<file path="config.mk">
export PLATFORM = sky130hd
export DESIGN_NAME = multicycle_control
export DESIGN_NICKNAME = d
export VERILOG_FILES = /design/src/rtl/riscv_defs.sv /design/src/rtl/alu_decoder.sv /design/src/rtl/multicycle_control.sv
export SDC_FILE = /design/constraint.sdc
export NUM_CORES = 1
export LEC_CHECK = 0
export ABC_CLOCK_PERIOD_IN_PS = 1600
export BUFFER_PORTS_ARGS = -buffer_cell sky130_fd_sc_hd__clkbuf_2
export CORE_AREA = 2 2 43 84
export DETAILED_ROUTE_END_ITERATION = 7
export DIE_AREA = 0 0 45 86
export GPL_TIMING_DRIVEN = 0
export PLACE_DENSITY = 0.82
export RECOVER_POWER = 100
export SLEW_MARGIN = 20
export SYNTH_ARGS = -nofsm -noshare
export SYNTH_HDL_FRONTEND = slang
export SYNTH_SLANG_ARGS = --single-unit
</file>
<file path="constraint.sdc">
create_clock -name clk -period 1.6 [get_ports clk]
set_clock_uncertainty 0.1 [all_clocks]
set_input_delay 0 -clock clk [delete_from_list [all_inputs] [get_ports clk]]
set_output_delay 0 -clock clk [all_outputs]
set_load 0.03 [all_outputs]
</file>
<file path="src/rtl/riscv_defs.sv">
// Shared RISC-V definitions: opcodes, ALU operation codes,
// controller state encoding and the decoded control bundle.
package riscv_defs;

   localparam logic [6:0] OP_R   = 7'b0110011;
   localparam logic [6:0] OP_I   = 7'b0010011;
   localparam logic [6:0] OP_LW  = 7'b0000011;
   localparam logic [6:0] OP_SW  = 7'b0100011;
   localparam logic [6:0] OP_BEQ = 7'b1100011;

   localparam logic [6:0] F7_ALT = 7'b0100000;

   localparam logic [3:0] ALU_AND = 4'b0000;
   localparam logic [3:0] ALU_OR  = 4'b0001;
   localparam logic [3:0] ALU_ADD = 4'b0010;
   localparam logic [3:0] ALU_SUB = 4'b0110;
   localparam logic [3:0] ALU_SLT = 4'b0100;
   localparam logic [3:0] ALU_SRL = 4'b1000;
   localparam logic [3:0] ALU_SLL = 4'b1001;
   localparam logic [3:0] ALU_SRA = 4'b1010;
   localparam logic [3:0] ALU_XOR = 4'b0101;

   typedef enum logic [2:0] {
      S_IF,
      S_ID,
      S_EX,
      S_MEM,
      S_WB
   } state_t;

   typedef struct packed {
      logic [3:0] alu_op;
      logic       alu_src;
      logic       mem_read;
      logic       mem_write;
      logic       reg_write;
      logic       mem_to_reg;
      logic       branch;
   } dec_t;

endpackage

</file>
<file path="src/rtl/alu_decoder.sv">
// Combinational decode of opcode/funct3/funct7 into the
// ALU operation and the per-instruction control bundle.
module alu_decoder
   import riscv_defs::*;
#(
   parameter logic [3:0] ALU_AND = riscv_defs::ALU_AND,
   parameter logic [3:0] ALU_OR  = riscv_defs::ALU_OR,
   parameter logic [3:0] ALU_ADD = riscv_defs::ALU_ADD,
   parameter logic [3:0] ALU_SUB = riscv_defs::ALU_SUB,
   parameter logic [3:0] ALU_SLT = riscv_defs::ALU_SLT,
   parameter logic [3:0] ALU_SRL = riscv_defs::ALU_SRL,
   parameter logic [3:0] ALU_SLL = riscv_defs::ALU_SLL,
   parameter logic [3:0] ALU_SRA = riscv_defs::ALU_SRA,
   parameter logic [3:0] ALU_XOR = riscv_defs::ALU_XOR
) (
   input  logic [6:0] opcode,
   input  logic [2:0] funct3,
   input  logic [6:0] funct7,
   output dec_t       dec
);

   logic       is_r;
   logic       is_i;
   logic       is_lw;
   logic       is_sw;
   logic       is_beq;
   logic       alt;
   logic [3:0] arith_op;

   assign is_r   = (opcode == OP_R);
   assign is_i   = (opcode == OP_I);
   assign is_lw  = (opcode == OP_LW);
   assign is_sw  = (opcode == OP_SW);
   assign is_beq = (opcode == OP_BEQ);
   assign alt    = (funct7 == F7_ALT);

   // funct3 selects the arithmetic op; SUB exists only for R-type
   always_comb begin
      arith_op = ALU_AND;
      unique case (funct3)
         3'b000:  arith_op = (is_r && alt) ? ALU_SUB : ALU_ADD;
         3'b111:  arith_op = ALU_AND;
         3'b110:  arith_op = ALU_OR;
         3'b100:  arith_op = ALU_XOR;
         3'b010:  arith_op = ALU_SLT;
         3'b001:  arith_op = ALU_SLL;
         3'b101:  arith_op = alt ? ALU_SRA : ALU_SRL;
         default: arith_op = ALU_AND;
      endcase
   end

   // opcode class picks the control bundle; unknown opcodes are NOPs
   always_comb begin
      dec        = '0;
      dec.alu_op = ALU_AND;
      unique case (1'b1)
         is_r: begin
            dec.alu_op    = arith_op;
            dec.reg_write = 1'b1;
         end
         is_i: begin
            dec.alu_op    = arith_op;
            dec.alu_src   = 1'b1;
            dec.reg_write = 1'b1;
         end
         is_lw: begin
            dec.alu_op     = ALU_ADD;
            dec.alu_src    = 1'b1;
            dec.mem_read   = 1'b1;
            dec.reg_write  = 1'b1;
            dec.mem_to_reg = 1'b1;
         end
         is_sw: begin
            dec.alu_op    = ALU_ADD;
            dec.alu_src   = 1'b1;
            dec.mem_write = 1'b1;
         end
         is_beq: begin
            dec.alu_op = ALU_SUB;
            dec.branch = 1'b1;
         end
         default: ;
      endcase
   end

endmodule

</file>
<file path="src/rtl/multicycle_control.sv">
// Five-state multicycle controller: IF, ID, EX, MEM, WB.
// Strobes are registered for the state being entered.
module multicycle_control
   import riscv_defs::*;
#(
   parameter logic [3:0] ALU_AND = 4'b0000,
   parameter logic [3:0] ALU_OR  = 4'b0001,
   parameter logic [3:0] ALU_ADD = 4'b0010,
   parameter logic [3:0] ALU_SUB = 4'b0110,
   parameter logic [3:0] ALU_SLT = 4'b0100,
   parameter logic [3:0] ALU_SRL = 4'b1000,
   parameter logic [3:0] ALU_SLL = 4'b1001,
   parameter logic [3:0] ALU_SRA = 4'b1010,
   parameter logic [3:0] ALU_XOR = 4'b0101
) (
   input  logic        clk,
   input  logic        rst,
   input  logic [31:0] instr,
   input  logic        zero,
   output logic        ir_load,
   output logic [3:0]  alu_op,
   output logic        ALUSrc,
   output logic        MemRead,
   output logic        MemWrite,
   output logic        RegWrite,
   output logic        MemToReg,
   output logic        loadPC,
   output logic        PCSrc
);

   state_t      state;
   logic [31:0] ir_q;
   logic        zero_q;
   dec_t        dec;

   logic        ir_load_q;
   logic [3:0]  alu_op_q;
   logic        alu_src_q;
   logic        mem_read_q;
   logic        mem_write_q;
   logic        reg_write_q;
   logic        mem_to_reg_q;
   logic        load_pc_q;
   logic        pc_src_q;

   logic        unused_ir;
   assign unused_ir = ^{ir_q[24:15], ir_q[11:7]};

   alu_decoder #(
      .ALU_AND (ALU_AND),
      .ALU_OR  (ALU_OR),
      .ALU_ADD (ALU_ADD),
      .ALU_SUB (ALU_SUB),
      .ALU_SLT (ALU_SLT),
      .ALU_SRL (ALU_SRL),
      .ALU_SLL (ALU_SLL),
      .ALU_SRA (ALU_SRA),
      .ALU_XOR (ALU_XOR)
   ) u_dec (
      .opcode (ir_q[6:0]),
      .funct3 (ir_q[14:12]),
      .funct7 (ir_q[31:25]),
      .dec    (dec)
   );

   // sequencing, IR/zero capture and strobes for the next state
   always_ff @(posedge clk) begin
      if (!rst) begin
         state        <= S_IF;
         ir_q         <= '0;
         zero_q       <= 1'b0;
         ir_load_q    <= 1'b1;
         alu_op_q     <= '0;
         alu_src_q    <= 1'b0;
         mem_read_q   <= 1'b0;
         mem_write_q  <= 1'b0;
         reg_write_q  <= 1'b0;
         mem_to_reg_q <= 1'b0;
         load_pc_q    <= 1'b0;
         pc_src_q     <= 1'b0;
      end else begin
         ir_load_q    <= 1'b0;
         alu_op_q     <= '0;
         alu_src_q    <= 1'b0;
         mem_read_q   <= 1'b0;
         mem_write_q  <= 1'b0;
         reg_write_q  <= 1'b0;
         mem_to_reg_q <= 1'b0;
         load_pc_q    <= 1'b0;
         pc_src_q     <= 1'b0;
         unique case (state)
            S_IF: begin
               state <= S_ID;
               ir_q  <= instr;
            end
            S_ID: begin
               state     <= S_EX;
               alu_op_q  <= dec.alu_op;
               alu_src_q <= dec.alu_src;
            end
            S_EX: begin
               state       <= S_MEM;
               zero_q      <= zero;
               alu_op_q    <= alu_op_q;
               alu_src_q   <= alu_src_q;
               mem_read_q  <= dec.mem_read;
               mem_write_q <= dec.mem_write;
            end
            S_MEM: begin
               state        <= S_WB;
               alu_op_q     <= alu_op_q;
               alu_src_q    <= alu_src_q;
               reg_write_q  <= dec.reg_write;
               mem_to_reg_q <= dec.mem_to_reg;
               load_pc_q    <= 1'b1;
               pc_src_q     <= dec.branch & zero_q;
            end
            S_WB: begin
               state     <= S_IF;
               ir_load_q <= 1'b1;
            end
            default: begin
               state     <= S_IF;
               ir_load_q <= 1'b1;
            end
         endcase
      end
   end

   // reset forces every strobe low for as long as it is held
   always_comb begin
      ir_load  = rst & ir_load_q;
      alu_op   = rst ? alu_op_q : 4'b0000;
      ALUSrc   = rst & alu_src_q;
      MemRead  = rst & mem_read_q;
      MemWrite = rst & mem_write_q;
      RegWrite = rst & reg_write_q;
      MemToReg = rst & mem_to_reg_q;
      loadPC   = rst & load_pc_q;
      PCSrc    = rst & pc_src_q;
   end

endmodule

</file>
**Word-level counts from Yosys, hierarchy flattened**

Index checks and enable logic that the tools add are counted.

- Flip-flop bits (word level): 48
- Bits of input ports: 35
- Output and inout port bits: 12
- Logic and storage cells: 61

- Eq/ne operators: 14
- Muxes and demuxes: 15
- Bitwise gates (word level): 9
- Reductions and logical operators: 11

Operators by type and width:

| kind | number |
|---|---|
| one-hot mux 4 bit (6 select lines) | 1 |
| == test 7 x 6 -> 1 bit (second input constant) | 3 |
| one-hot mux 3 bit (4 select lines) | 1 |
| one-hot mux 4 bit (3 select lines) | 1 |
| bitwise AND 1 bit | 9 |
| == test 3 x 2 -> 1 bit (second input constant) | 3 |
| == test 3 bit (second input constant) | 3 |
| one-hot mux 4 bit (2 select lines) | 1 |
| == test 7 x 2 -> 1 bit (second input constant) | 1 |
| == test 7 x 5 -> 1 bit (second input constant) | 1 |
| == test 7 bit (second input constant) | 1 |
| two-way mux 1 bit | 7 |
| == test 3 x 1 -> 1 bit (second input constant) | 2 |
| logical NOT 3 bit | 2 |
| OR reduction 2 bit | 3 |
| OR reduction 3 bit | 2 |
| two-way mux 4 bit | 1 |
| AND reduction 2 bit | 2 |
| OR reduction 4 bit | 1 |
| two-way mux 3 bit | 1 |
| two-way mux 2 bit | 1 |
| one-hot mux 1 bit (2 select lines) | 1 |
| logical AND 1 bit | 1 |

**Longest topological paths before layout**

Gate-level depths: netlist of the first run.

- Word-level depth: 6
- Mapped depth: 6

**Cells and area by module**

From an unflattened synthesis of the first run, not the netlist that was laid out.

- Cells, all modules: 170
- Area total of the unflattened synthesis: 1545.2 sq um

By module, submodules not included:

| module | instances | cells each | area an instance (sq um) |
|---|---|---|---|
| multicycle_control | 1 | 139 | 1312.5 |
| alu_decoder | 1 | 31 | 232.7 |

**Worst setup path before layout of the first run**

OpenSTA, ideal clock, no wires.

- Kind: register -> register
- Start point: reg ir_q[25]
- End point: reg alu_op_q[1]
- Arrival time: 1.289 ns
- Data required time: 1.422 ns
- Path slack: 0.133 ns
- Cell stages (with the launch flop): 5
- Path buffers: 0
- Cells stage by stage: dfxtp_1 > or4_4 > nor4b_4 > nand3_1 > a32oi_1

- Longest elaborated chain between the ends: 5

RTL lines:

| item | line | RTL |
|---|---|---|
| start: declaration | multicycle_control.sv:32 | `logic [31:0] ir_q;` |
| start signal: assignment | multicycle_control.sv:94 | `ir_q <= instr;` |
| == test 7 x 6 -> 1 bit | alu_decoder.sv:35 | `assign alt = (funct7 == F7_ALT);` |
| two-way mux 2 bit | alu_decoder.sv:47 | `3'b101: arith_op = alt ? ALU_SRA : ALU_SRL;` |
| one-hot mux 4 bit (6 select lines) | alu_decoder.sv:40 | `unique case (funct3)` |
| one-hot mux 4 bit (3 select lines) | alu_decoder.sv:56 | `unique case (1'b1)` |
| one-hot mux 4 bit (2 select lines) | multicycle_control.sv:91 | `unique case (state)` |
| end signal: assignment | multicycle_control.sv:98 | `alu_op_q <= dec.alu_op;` |
| end signal: assignment | multicycle_control.sv:104 | `alu_op_q <= alu_op_q;` |
| end signal: assignment | multicycle_control.sv:111 | `alu_op_q <= alu_op_q;` |
| end: declaration | multicycle_control.sv:37 | `logic [3:0] alu_op_q;` |

No other way between the ends.
A chain may end at the register's enable or synchronous reset.

**Final worst setup path of the first run**

Ends and elaborated chain as after synthesis.

==> impl_metrics.csv, run 1 <==
group,metric,value,unit
synth,synthesis.area_per_instance,8.74,sq um
clocking,clk_transition_reported_paths,0.06,ns
finish,layout.cells.most_common_list,"sky130_fd_sc_hd__nand2_1 (40), sky130_fd_sc_hd__dfxtp_1 (30), sky130_fd_sc_hd__clkbuf_2 (26)",
finish,layout_commonest_cell,"sky130_fd_sc_hd__nand2_1",
flow_run,maxCapViolations,0,
worst_setup_path,regToRegEndpoint,"alu_op_q[1]",
global_routing,grt_overflow_total,0,
route,dr.first_iter.drc_count,14,
placement,dp.final_hpwl,2020,um
synth,yosysWarningCount,0,
worst_setup_path,critical_register_to_register_path_startpoint,"ir_q[25]",
timing,setup-violations-final,0,
finish,post_route_cells_drive_above_1_share,20.0,%
power,static-leakage-power,0.794,nW
route,drc_violations_left,0,
run_status,outcome,"completed",
route,drt-pass1-iter-count,4,
synth,syn-instance-count,158,
worst_setup_path,cp_data_arrival_time,1.67,ns
global_routing,grt_pass1_vias,1131,
clocking,setup_buffers_after_cts,0,
synth,synth.cell_area,0.00138,sq mm
power,power.total,2.00,mW
clocking,worstSkewPairLatency,0.28,ns
global_routing,grt_max_degree,11,
synth,ys_seq_elements,33,
floorplan,fp.dieArea,0.00387,sq mm
clocking,clockBufferDepth,2,
timing,final_critical_path_setup_slack,0.0457,ns
placement,place_congestion,0.793,
worst_setup_path,worstSetupEndpointType,"flip-flop",
worst_setup_path,critPathSlowestCell,"sky130_fd_sc_hd__or4_4",
synth,synthesis.nets,193,
timing,finalCritPeriodShare,97.1,%
synth,yosys.area.top_type,"sky130_fd_sc_hd__dfxtp_1",
finish,post-route-util,58.9,%
floorplan,die_w,45,um
worst_setup_path,crit_end,"alu_op_q[1]",
timing,finalHoldViolCount,0,
placement,numPortBuffers,31,
worst_setup_path,worstSetupStartpointType,"flip-flop",
clocking,cts_buffers,5,
floorplan,initial_core_util,43.3,%
synth,post_synth_main_area_contributors,"sky130_fd_sc_hd__dfxtp_1 (48%), sky130_fd_sc_hd__nand2_1 (11%), sky130_fd_sc_hd__a21boi_0 (9.2%)",
timing,max_clock_freq,643,MHz
worst_setup_path,timing_worst_setup_path_type,"flip-flop to flip-flop",
worst_setup_path,timing.critical_path.required,1.71,ns
finish,area_overhead_of_the_layout_relative_to_synthesis,36.1,%
clocking,tritoncts_num_sinks,33,
timing,hold_slack,0.0160,ns
synth,library_cells_used_by_synthesis,34,
placement,place_worst_setup_slack,-0.0684,ns
global_routing,globalRouteTotalUtil,17.3,%
route,drt_wl_total,2960,um
timing,final_max_slew_violation_count,0,
synth,yosys_most_used_dff,"sky130_fd_sc_hd__dfxtp_1",
floorplan,ioPinCount,47,
timing,grt_setup_unrepaired,"true",
floorplan,die-height,86,um
min_path,holdCritPathClass,"input pin to flip-flop",
global_routing,antenna_found_initial,0,
worst_setup_path,critical_path_launch_point,"ir_q[25]",
worst_setup_path,reg2reg_setup_slack,0.05,ns
route,vias,1224,
power,peak_supply_drop,0.000727,V
floorplan,core.rowCount,29,
timing,timing.slew.headroom,75.7,%
worst_setup_path,critical_path.cell_chain,"or4_4 > nor4b_4 > nand3_1 > a32oi_1",
worst_setup_path,cp_max_stage_delay,0.54,ns
global_routing,grt_first_pass_wirelength,4800,um
synth,synth_enable_flop_cells,0,
clocking,cts_tree,"yes",
finish,final_net_count,249,
synth,synth_top_cell_area_share,47.8,%
finish,ant_cells,0,
route,via_per_inst,4.98,
power,power_per_cell_area,1070,mW/mm^2
synth,postSynth.asyncResetShare,0,%
floorplan,core_area,0.00319,sq mm
synth,ys_seq_area_share,47.8,%
clocking,htree_levels,2,
route,drt-wirelength-per-cell,12.0,um
route,antenna_violating_nets_post_route,0,
clocking,root_driver,"sky130_fd_sc_hd__clkbuf_8",
timing,worst-slew-pin-transition,0.365,ns
worst_setup_path,path_max_fanout,2,
timing,post-route-min-period,1.55,ns
timing,tns,0,ns
worst_setup_path,r2r_cells,4,
## state kept, by name, summed over array words and instances (netlist names)
name	count
mem_read_q	1
load_pc_q	1
state	3
zero_q	1
alu_op_q	4
ir_load_q	1
reg_write_q	1
mem_write_q	1
ir_q	17
pc_src_q	1
alu_src_q	1
mem_to_reg_q	1
## metal layers
metal	up-vias	part of all wire (%)	global-route usage, %
met5	-	0	0
met4	0	6.0	14.7
met3	14	4.0	3.79
met2	33	54	29.2
met1	537	36	16.6
li1	640	-	-
## critical path, delay by kind of cell, from the launching register on
| family | cells | cell delay, ns |
|---|---|---|
| simple gates | 3 | 0.90 |
| compound gates | 1 | 0.17 |
| flops | 1 | 0.32 |
## how the worst min path moves through the flow
| stage | start | endpoint | slack, ns | cells after the start |
|---|---|---|---|---|
| finish | rst | mem_write_q | 0.02 | 4 |
| global route | rst | mem_write_q | 0.06 | 4 |
| CTS | rst | mem_write_q | 0.002 | 4 |
| detailed placement | instr[28] | ir_q[28] | 0.14 | 3 |
| global placement | instr[31] | ir_q[31] | 0.14 | 3 |
| floorplan | rst | ir_load_q | 0.04 | 1 |
## cell families (layout without fill, tap and decap cells)
| kind of cell | after synthesis | count (layout) | share of synthesized area, % |
|---|---|---|---|
| AND/OR/NAND/NOR | 81 | 81 | 30.7 |
| XOR/XNOR | 2 | 2 | 1.27 |
| multiplexers | 2 | 2 | 1.45 |
| AO/OA/AOI/OAI | 27 | 27 | 14.9 |
| buffers and inverters | 13 | 70 | 3.89 |
| flip-flops | 33 | 33 | 47.8 |
## stage by stage
| step | std cells | instance area, sq um |
|---|---|---|
| after CTS | 246 | 1880 |
| final | 246 | 1880 |
| after global placement | 220 | 1580 |
| after detailed placement | 220 | 1580 |
| after global routing | 246 | 1880 |
| after floorplan | 158 | 1380 |
## synth_stat cells (all sizes together), types with 2 or more instances
cell / instances
nor3: 4
buf: 3
nor2b: 3
a21boi: 17
and3: 2
clkbuf: 7
or3: 2
nand2: 40
mux2i: 2
dfxtp: 33
o2bb2ai: 2
nand2b: 4
and2: 13
inv: 3
nor2: 5
nand3: 2
## timing repair
action                     in CTS  in global routing
hold buffers                   19                  0
setup endpoints to repair      10                 11
resized for setup               1                  3
hold endpoints to repair       22                  0
## cell type report
cell class              count  area [sq um]
repair buffers             50           338
flip-flops and latches     33           664
multi-input cells         112           673
fillers                   290          1310
plain buffers               9          38.8
inverters                   3          11.3
clock inverters             1          30.0
well taps                  31          38.8
clock buffers               7          86.3
## where the power goes
group          internal (mW)  total, mW  switching (mW)
combinational          0.140      0.284           0.144
clock                  0.507      0.800           0.292
sequential             0.875      0.920          0.0445
Note: power is estimated with default switching activity, not from simulation.
==> inputs of run 2 (changes only) <==
ABC_CLOCK_PERIOD_IN_PS = 1500   (was 1600)
clock period = 1.5 ns   (was 1.6 ns; I/O delays follow)
==> run 2 against run 1 <==
Against the previous run: the run now ends with negative setup slack left; sequential share of layout area is 0.89 points lower; combinational power is 17% higher; cell area is 2.6% higher; power is 8.2% higher; sequential power is 6.8% higher; critical path type unchanged.
==> impl_metrics.csv, run 2 (synthesis gave the netlist of run 1 again) <==
group,metric,value,unit
clocking,cts_buffers,5,
floorplan,ioPinCount,47,
finish,ant_cells,0,
worst_setup_path,timing_worst_setup_path_type,"flip-flop to flip-flop",
placement,numPortBuffers,31,
timing,grt_setup_unrepaired,"true",
run_status,outcome,"finished, violations left",
timing,worst-slew-pin-transition,0.396,ns
floorplan,core_area,0.00319,sq mm
min_path,hold_wc_startpoint,"rst",
global_routing,globalRouteTotalUtil,17.3,%
global_routing,grt_max_degree,11,
timing,post-route-min-period,1.56,ns
route,drc_violations_left,0,
finish,post-route-util,60.4,%
finish,largest-register,"ir_q",
placement,place_worst_setup_slack,-0.168,ns
floorplan,die-height,86,um
clocking,clk_transition_reported_paths,0.07,ns
floorplan,die_w,45,um
worst_setup_path,worstSetupEndpointType,"flip-flop",
timing,setup-violations-final,2,
route,drt_wl_total,3130,um
clocking,root_driver,"sky130_fd_sc_hd__clkbuf_8",
finish,layout_commonest_cell,"sky130_fd_sc_hd__nand2_1",
finish,largest_register_ff_count,17,
worst_setup_path,cp_data_arrival_time,1.67,ns
timing,final_critical_path_setup_slack,-0.0579,ns
worst_setup_path,worstSetupStartpointType,"flip-flop",
global_routing,grt_overflow_total,0,
global_routing,antenna_found_initial,0,
floorplan,core.rowCount,29,
clocking,worstSkewPairLatency,0.28,ns
worst_setup_path,reg2reg_setup_slack,-0.06,ns
worst_setup_path,cp_top_family,"simple AND/OR/NAND/NOR gates",
power,static-leakage-power,0.823,nW
route,drt-wirelength-per-cell,12.5,um
worst_setup_path,timing.critical_path.required,1.61,ns
placement,place_congestion,0.793,
finish,final_net_count,253,
finish,layout_top_registers,"ir_q (17), alu_op_q (4), state (3)",
global_routing,grt_first_pass_wirelength,4800,um
global_routing,grt_pass1_vias,1131,
worst_setup_path,critical_register_to_register_path_startpoint,"ir_q[25]",
worst_setup_path,path_max_fanout,2,
timing,timing.slew.headroom,73.6,%
power,power_per_cell_area,1120,mW/mm^2
finish,layout.cells.most_common_list,"sky130_fd_sc_hd__nand2_1 (40), sky130_fd_sc_hd__dfxtp_1 (30), sky130_fd_sc_hd__clkbuf_2 (25)",
power,peak_supply_drop,0.000784,V
min_path,holdCritPathClass,"input pin to flip-flop",
clocking,htree_levels,2,
finish,area_overhead_of_the_layout_relative_to_synthesis,39.7,%
run_status,violations_in_the_final_reports,"negative setup slack",
route,antenna_violating_nets_post_route,0,
route,via_per_inst,5.09,
route,drt-pass1-iter-count,4,
finish,n_fill_cell,284,
route,vias,1273,
route,dr.first_iter.drc_count,33,
worst_setup_path,critPathBufInv,0,
placement,dp.final_hpwl,2020,um
worst_setup_path,critical_path_launch_point,"ir_q[25]",
finish,post_route_cells_drive_above_1_share,22.4,%
worst_setup_path,critical_path.cell_chain,"or4_4 > nor4b_4 > nand3_1 > a32oi_1",
timing,final_max_slew_violation_count,0,
worst_setup_path,cp_max_stage_delay,0.54,ns
worst_setup_path,critPathSlowestCell,"sky130_fd_sc_hd__or4_4",
clocking,cts_tree,"yes",
clocking,tritoncts_num_sinks,33,
flow_run,maxCapViolations,0,
clocking,clockBufferDepth,2,
timing,finalCritPeriodShare,104,%
floorplan,fp.dieArea,0.00387,sq mm
timing,finalHoldViolCount,0,
floorplan,initial_core_util,43.3,%
timing,max_clock_freq,642,MHz
## run 2: cell types whose count changed in the layout (fill, tap and decap cells not counted)
| cell | delta |
|---|---|
| sky130_fd_sc_hd__buf_4 | +6 |
| sky130_fd_sc_hd__and4bb_2 | -1 |
| sky130_fd_sc_hd__and4bb_4 | +1 |
| sky130_fd_sc_hd__buf_2 | -1 |
| sky130_fd_sc_hd__clkbuf_2 | -1 |
| sky130_fd_sc_hd__nor3_1 | -1 |
| sky130_fd_sc_hd__nor3_2 | +1 |
| sky130_fd_sc_hd__nor3b_1 | -1 |
| sky130_fd_sc_hd__nor3b_2 | +1 |
## run 2: power by group
group / switching (mW) / total, mW / internal, mW
clock: 0.313 / 0.854 / 0.541
sequential: 0.0496 / 0.983 / 0.934
combinational: 0.163 / 0.331 / 0.169
## run 2: final cells by class
type / count / area (sq um) / area share (%)
timing repair buffer: 55 / 375 / 19.5
clock buffer: 7 / 86.3 / 4.47
inverter: 3 / 11.3 / 0.584
buffer: 8 / 36.3 / 1.88
sequential: 33 / 664 / 34.4
tap: 31 / 38.8 / 2.01
clock inverter: 1 / 30.0 / 1.56
multi-input combinational: 112 / 687 / 35.6
## run 2: stage by stage
step	power [mW]	hold slack, ns	instances	TNS [ns]	instance area [sq um]
2_1_floorplan	1.18	0.0392	158	0	1380
3_3_place_gp	1.25	0.135	220	-1.13	1580
3_5_place_dp	1.26	0.141	220	-1.61	1580
4_1_cts	2.16	0.00160	246	-0.110	1890
5_1_grt	2.27	0.0777	250	-0.358	1930
6_report	2.17	0.0756	250	-0.0994	1930
## run 2: repair_timing
action | 4_1_cts | 5_1_grt
pin swaps | 0 | 2
resized for setup | 3 | 7
hold buffers | 19 | 0
gates cloned | 0 | 0
hold endpoints to repair | 22 | 0
endpoints found under the setup margin | 15 | 15
buffers inserted | 0 | 5
## run 2: worst paths after layout
path	cells past startpoint	to
worst max-delay path	4	alu_op_q[1]
worst min-delay path	4	mem_read_q
worst max register to register	4	alu_op_q[1]
worst min register to register	2	ir_q[28]
## run 2: worst register-to-register path, stage by stage, from the launching register on
cell and delay, ns:
sky130_fd_sc_hd__dfxtp_2 0.32, sky130_fd_sc_hd__or4_4 0.54, sky130_fd_sc_hd__nor4b_4 0.25, sky130_fd_sc_hd__nand3_1 0.11, sky130_fd_sc_hd__a32oi_1 0.17
## run 2: layer usage
layer | part of all wire [%] | track usage (%)
met1 | 34 | 16.6
met2 | 56 | 29.2
met3 | 4.2 | 3.79
met4 | 5.8 | 14.7
met5 | 0 | 0
